## src/rtl/riscv_pkg.sv

```systemverilog
// riscv_pkg: shared datapath widths, register-file types and the zero-register address
package riscv_pkg;
  localparam int DATA_WIDTH = 32;
  localparam int ADDR_WIDTH = 5;
  localparam int NUM_REGS   = 32;
  typedef logic [31:0] word_t;
  typedef logic [4:0]  reg_addr_t;
  localparam reg_addr_t ZERO_REG = 5'd0;
endpackage

```

## src/rtl/regfile_read_port.sv

```systemverilog
// regfile_read_port: one combinational read mux with zero-register masking and write bypass
// Ports: i_rst (reset, forces 0), i_regs (storage array), i_addr (read address),
//        i_wr_en/i_wr_addr/i_wr_data (pending write for bypass), o_data (read result)
module regfile_read_port #(
  parameter int DATA_WIDTH = riscv_pkg::DATA_WIDTH,
  parameter int ADDR_WIDTH = riscv_pkg::ADDR_WIDTH,
  parameter int NUM_REGS   = riscv_pkg::NUM_REGS
) (
  input  logic                                i_rst,
  input  logic [NUM_REGS-1:0][DATA_WIDTH-1:0] i_regs,
  input  logic [ADDR_WIDTH-1:0]               i_addr,
  input  logic                                i_wr_en,
  input  logic [ADDR_WIDTH-1:0]               i_wr_addr,
  input  logic [DATA_WIDTH-1:0]               i_wr_data,
  output logic [DATA_WIDTH-1:0]               o_data
);
  logic w_zero;
  logic w_bypass;
  assign w_zero   = i_addr == ADDR_WIDTH'(riscv_pkg::ZERO_REG);
  // A write landing on this address this cycle is forwarded so a second-half read sees it.
  assign w_bypass = i_wr_en && i_wr_addr == i_addr;
  assign o_data   = (i_rst || w_zero) ? '0 : w_bypass ? i_wr_data : i_regs[i_addr];
endmodule

```

## src/rtl/register_file.sv

```systemverilog
// register_file: 32x32 register file, two combinational read ports, one synchronous write port
// Ports: Clk, Reset (async active-high, clears all), Read_Register_1/2 -> Read_Data_1/2,
//        Write_Register/Write_Data/Sig_Reg_Write (writeback port; r0 hardwired to zero)
module register_file #(
  parameter int DATA_WIDTH = riscv_pkg::DATA_WIDTH,
  parameter int ADDR_WIDTH = riscv_pkg::ADDR_WIDTH,
  parameter int NUM_REGS   = riscv_pkg::NUM_REGS
) (
  input  logic                  Clk,
  input  logic                  Reset,
  input  logic [ADDR_WIDTH-1:0] Read_Register_1,
  input  logic [ADDR_WIDTH-1:0] Read_Register_2,
  input  logic [ADDR_WIDTH-1:0] Write_Register,
  input  logic [DATA_WIDTH-1:0] Write_Data,
  input  logic                  Sig_Reg_Write,
  output logic [DATA_WIDTH-1:0] Read_Data_1,
  output logic [DATA_WIDTH-1:0] Read_Data_2
);
  logic [NUM_REGS-1:0][DATA_WIDTH-1:0] r_regs;
  logic                                w_wr_en;
  // Writes to r0 are dropped here, so r0 stays 0 and neither port bypasses it.
  assign w_wr_en = Sig_Reg_Write && Write_Register != ADDR_WIDTH'(riscv_pkg::ZERO_REG);
  always_ff @(posedge Clk or posedge Reset)
    if (Reset) r_regs <= '0;
    else if (w_wr_en) r_regs[Write_Register] <= Write_Data;
  regfile_read_port #(.DATA_WIDTH(DATA_WIDTH), .ADDR_WIDTH(ADDR_WIDTH), .NUM_REGS(NUM_REGS)) u_rp1 (
    .i_rst(Reset), .i_regs(r_regs), .i_addr(Read_Register_1), .i_wr_en(w_wr_en),
    .i_wr_addr(Write_Register), .i_wr_data(Write_Data), .o_data(Read_Data_1));
  regfile_read_port #(.DATA_WIDTH(DATA_WIDTH), .ADDR_WIDTH(ADDR_WIDTH), .NUM_REGS(NUM_REGS)) u_rp2 (
    .i_rst(Reset), .i_regs(r_regs), .i_addr(Read_Register_2), .i_wr_en(w_wr_en),
    .i_wr_addr(Write_Register), .i_wr_data(Write_Data), .o_data(Read_Data_2));
endmodule

```

## config.mk

```make
export PLATFORM = sky130hd
export DESIGN_NAME = register_file
export DESIGN_NICKNAME = d
export VERILOG_FILES = /design/src/rtl/riscv_pkg.sv /design/src/rtl/regfile_read_port.sv /design/src/rtl/register_file.sv
export SDC_FILE = /design/constraint.sdc
export NUM_CORES = 2
export LEC_CHECK = 0
export BUFFER_PORTS_ARGS = -buffer_cell sky130_fd_sc_hd__buf_2
export CAP_MARGIN = 20
export CORE_MARGIN = 2
export CORE_UTILIZATION = 40
export DETAILED_ROUTE_END_ITERATION = 6
export PLACE_DENSITY_LB_ADDON = 0.08
export SYNTH_ARGS = -nofsm -noshare
export SYNTH_HDL_FRONTEND = slang
export SYNTH_SLANG_ARGS = --single-unit
```

## constraint.sdc

```tcl
create_clock -name Clk -period 131.1 [get_ports Clk]
set_input_delay 26.22 -clock Clk [delete_from_list [all_inputs] [get_ports Clk]]
set_output_delay 26.22 -clock Clk [all_outputs]
set_load 0.005 [all_outputs]
```

### Yosys cells after proc, flatten, opt, wreduce, memory -nomap -nowiden

Cells that the tools add are included.

| storage, ports and cells | value |
|---|---|
| bits in registers | 1024 |
| output and inout bits | 64 |

| cells by class | value |
|---|---|
| $lt $le $gt $ge | 4 |
| reduce and logical (&&, ||, !) cells | 9 |
| multiplexer cells | 11 |
| equal/unequal tests | 2 |

Operators by type and width:

| cell | count |
|---|---|
| $bwmux 1024 | 1 |
| $bmux 32 s5 | 2 |
| $mux 32 | 7 |
| $demux 32 s5 | 1 |
| $lt 5x6->1 const B | 3 |
| $eq 5x5->1 | 2 |
| $logic_not 5->1 | 2 |
| $ge 5x1->1 const B | 1 |
| $reduce_bool 5->1 | 1 |
| $logic_and 1x1->1 | 4 |
| $logic_or 1x1->1 | 2 |

### Logic depth before layout (Yosys ltp)

| depth | value |
|---|---|
| depth after elaboration | 5 |
| depth in mapped cells | 9 |

### By module

A second synthesis with hierarchy kept.

| unflattened totals | value |
|---|---|
| cell total of the unflattened synthesis | 3905 |
| area total of the unflattened synthesis | 55560.8 µm² |

By module, submodules not included:

| module | area an instance (µm²) | times used | sequential area each (µm²) | cells an instance |
|---|---|---|---|---|
| register_file | 38169.1 | 1 | 25624.6 | 2291 |
| regfile_read_port | 8695.8 | 2 | 0.0 | 807 |

### Worst setup path before layout

Ideal clock, no wire load.

| timing path | value |
|---|---|
| path kind | input to output |
| start | input Reset |
| end | output Read_Data_1[0] |
| slack | 53.583 ns |
| data required time | 104.880 ns |
| cell stages on the path | 5 |
| arrival time | 51.297 ns |
| path through | inv_1 -> o211ai_1 -> clkbuf_1 -> a21oi_1 -> a211o_1 |

| between the ends | value |
|---|---|
| cells in the longest elaborated chain, start to end | 2 |

Ends and longest elaborated chain:

| element | line | RTL |
|---|---|---|
| from (decl) | register_file.sv:10 | `input logic Reset,` |
| $logic_or 1x1->1 | regfile_read_port.sv:22 | `assign o_data = (i_rst \|\| w_zero) ? '0 : w_bypass ? i_wr_data : i_regs[i_addr];` |
| $mux 32 | regfile_read_port.sv:22 |  |
| to (decl) | register_file.sv:16 | `output logic [DATA_WIDTH-1:0] Read_Data_1,` |

No other way between the ends.

### Worst setup path in the final report

| timing path | value |
|---|---|
| start | input Read_Register_2[0] |
| end | output Read_Data_2[30] |

| between the ends | value |
|---|---|
| cells in the longest elaborated chain, start to end | 4 |
| elaborated cells between the ends (all ways) | 8 |
| those cells by class | 1 x eq/ne; 4 x mux; 3 x reduce/logical |

Ends and longest elaborated chain:

| element | line | RTL |
|---|---|---|
| from (decl) | register_file.sv:12 | `input logic [ADDR_WIDTH-1:0] Read_Register_2,` |
| $bmux 32 s5 / $eq 5x5->1 (equally long branches) | regfile_read_port.sv:22, regfile_read_port.sv:21 |  |
| $mux 32 (not written as such) / $logic_and 1x1->1 (equally long branches) | regfile_read_port.sv:22, regfile_read_port.sv:21 |  |
| $mux 32 | regfile_read_port.sv:22 |  |
| $mux 32 (*) | regfile_read_port.sv:22 |  |
| to (decl) | register_file.sv:17 | `output logic [DATA_WIDTH-1:0] Read_Data_2` |

Every way passes the cells marked *; elsewhere a longest branch is shown, timed or not. The select of a mux whose other input is x is not followed.

==> results.md <==
- Worst path top cell family by delay: buffers and inverters
- Core Footprint: around 140000 um2
- Top cells by count, synth: 1024 x dfrtp_1, 983 x mux2_2, 448 x mux2i_1
- Int Pwr: ~0.00068 W
- Starting density of the core: around two fifths
- Pins Over Slew Limit: 0
- Final setup fails: 0
- Area share of the largest cell type after synthesis: roughly 47%
- Dpl hpwl: 95000 um
- Top reg by flops: r_regs
- Gr ovfl total: 0
- RSZ-0062 raised after global routing: false
- Instance area at placement: 56800 um2
- CP cell instances: buf_8, buf_4, buf_4, buf_4, mux4_2, a22oi_1, a21oi_1, a211o_1, buf_2
- Synth Area in Adders: 0%
- Worst-margin pin slew: between 1 and 1.5 ns
- Fin cells: around 5700
- Final Cell Area: 60900 um2
- Top-level port count: ~110
- Post-synthesis mux area share: between 40 and 50%
- Syn. warnings: 0
- Placed cells: ~5500
- Status: finished, final reports clean
- Post-route DRC: 0
- Main synth FF type: dfrtp_1
- Yosys reg bits: between 1000 and 1500
- Max_slew headroom: 19.7%
- Post-Synth Simple-Gate Area: less than 1%
- Final hold slack: around 0.4 ns
- DR pass1 iterations: 5
- Final Skew: 0 ns
- Distinct cells, synth: 41
- Total power: between 0.0009 and 0.001 W
- Tmin final: between 50 and 60 ns
- # clock sinks: roughly 1000
- Slowest CP cell: buf_4
- EDFF count, synth: 0
- Drt total wl: roughly 190000 um
- GP Congestion: 0.741
- Vias: around 37000
- H-tree Lvls: 3
- Xor/xnor share of the synthesized area: less than 1%
- Initial antenna violation count: 7
- Post-Synthesis Cell Area: 54900 um2
- Combinational family with the most area after synthesis: multiplexers
- Average wire per standard cell: between 30 and 40 um
- P_leak: between 20 and 30 nW
- Clock share of power: a little under two fifths
- Max incr delay on CP: 0.86 ns
- CTS clk-pin slew, worst paths: ~0.060 ns
- Largest net degree at the start of global routing: 145
- Pwr dens: ~15 nW/um2
- Worst path required time: roughly 100 ns
- Worst Setup End Kind: primary output
- Avg Inst Size Synth: about 14 um2
- Compound-gate portion of the synthesized area: under 10%
- Combinational Power Share: between 10% and 20%
- Largest area contributor in the synthesized netlist: dfrtp_1
- Antenna cell count: 0
- Cells after synthesis: 3968
- Seq/Total Area, Yosys: between 40% and 50%
- Clock root buffer: clkbuf_16
- Max VDD drop: 9.76 uV
- Setup TNS: 0 ns
- Die boundary height: between 300 and 400 um
- Critical path class: in2out
- Total of max-cap violations: 0
- Hold Fails Final Rpt: 0
- Async SR Flop Fraction: 100%
- Overall Global Routing Usage: between 20% and 30%
- Vias in the first global route: between 30000 and 40000
- Switch Pwr: around 0.00026 W
- CP Launch Type: input port
- Vias per cell: about 6.5
- Die area: 140000 um2
- Skew-Pair Late Insertion Delay: 0.73 ns
- Detail Route Antenna Nets: 0
- # port buffers: 113
- FP Rows: about 140
- Cts hold-fix bufs: 0
- Resize count post-CTS: 0
- Sw Share: a little over a quarter
- Worst Path Buf+Inv: 5
- Maximum buffer depth of the clock tree: 3
- Crit-path max FO: slightly below 80
- Top flop regs: r_regs x1024
- Critical Path AT: roughly 31 ns
- Peak Freq: around 17 MHz
- Top-count cell post-synth: dfrtp_1
- DRT iter0 DRCs: between 3000 and 4000
- Synth top area cells: dfrtp_1 47%, mux2_2 20%, mux4_2 12%, mux2i_1 8.2%, a221oi_1 3.1%
- Most used cell, CP: buf_4
- First-pass GRT wire length: 274000 um
- Sequential share of power: between 40% and 50%
- Hold crit path type: reg2reg
- Synth-to-Final Area Change: 10.8%
- Layout cells sized above 1: between 40% and 50%
- Nets: 3874
- TritonCTS clock tree: built
- Tcrit/Tclk final: a little over two fifths
- Max reg flops: just over 1000
- Width of the chip: 375 um
- CTS Buf Count: around 120
- Post-Synthesis Net Count: approximately 4000
- Postcts setup bufs: 0
[cell type report]
cell class	count	area [um2]
fill	12400	74900
multi-input combinational	2483	27700
sequential	1024	25600
clock buffer	175	3510
tap	1781	2230
timing repair buffer	191	1260
clock inverter	40	500
inverter	7	38.8
[path summary, 6_finish.rpt]
path	start	to	slack (ns)	depth (start not counted)
min in group asynchronous	Reset	r_regs[140]	25.65	2
setup / recovery	Read_Register_2[0]	Read_Data_2[30]	73.83	9
max in group asynchronous	Reset	r_regs[168]	103.05	4
hold / removal	r_regs[9]	r_regs[9]	0.40	0
hold reg to reg	r_regs[9]	r_regs[9]	0.40	0
setup reg to reg	r_regs[671]	r_regs[671]	130.29	1
[routing by layer]
metal,up-vias,track usage (%),share of wire [%]
met5,-,0,0.012
met4,4,7.16,2.5
met3,260,3.99,5.6
met2,1177,41.1,45
met1,20200,39.3,46
li1,15200,-,-
[kinds of logic after synthesis]
logic type / Yosys count
AOI/OAI and AO/OA: 649
and+or+nand+nor: 96
buffers and inverters: 461
xor gates and xnor gates: 10
muxes: 1728
DFF: 1024
[per-stage QoR]
step	util, %	setup slack [ns]
floorplan	-	53.58
global placement	41.8	73.79
detailed placement	41.8	73.78
CTS	44.8	73.78
global route	44.8	73.52
finish	44.8	73.83
[power by group through the flow]
stage                     Clock, W  Combinational [W]  Sequential, W
final                     0.000345           0.000175       0.000419
after global routing      0.000365           0.000189       0.000427
after CTS                 0.000352           0.000176       0.000418
after detailed placement         0           0.000175       0.000423
after global placement           0           0.000172       0.000422
after floorplan                  0           0.000140       0.000411
[cell usage in the layout (no fill, tap or decap), types with 64 or more instances in the layout]
| master | count |
|---|---|
| a211o_1 | 64 |
| a21oi_1 | 97 |
| a221oi_1 | 192 |
| mux4_2 | 288 |
| o21ai_0 | 96 |
| dfrtp_1 | 1024 |
| a22oi_1 | 96 |
| mux2_2 | 983 |
| buf_2 | 108 |
| a211oi_1 | 65 |
| mux2i_1 | 448 |
| buf_4 | 73 |
| clkbuf_16 | 121 |
(Power assumes the default switching activity.)
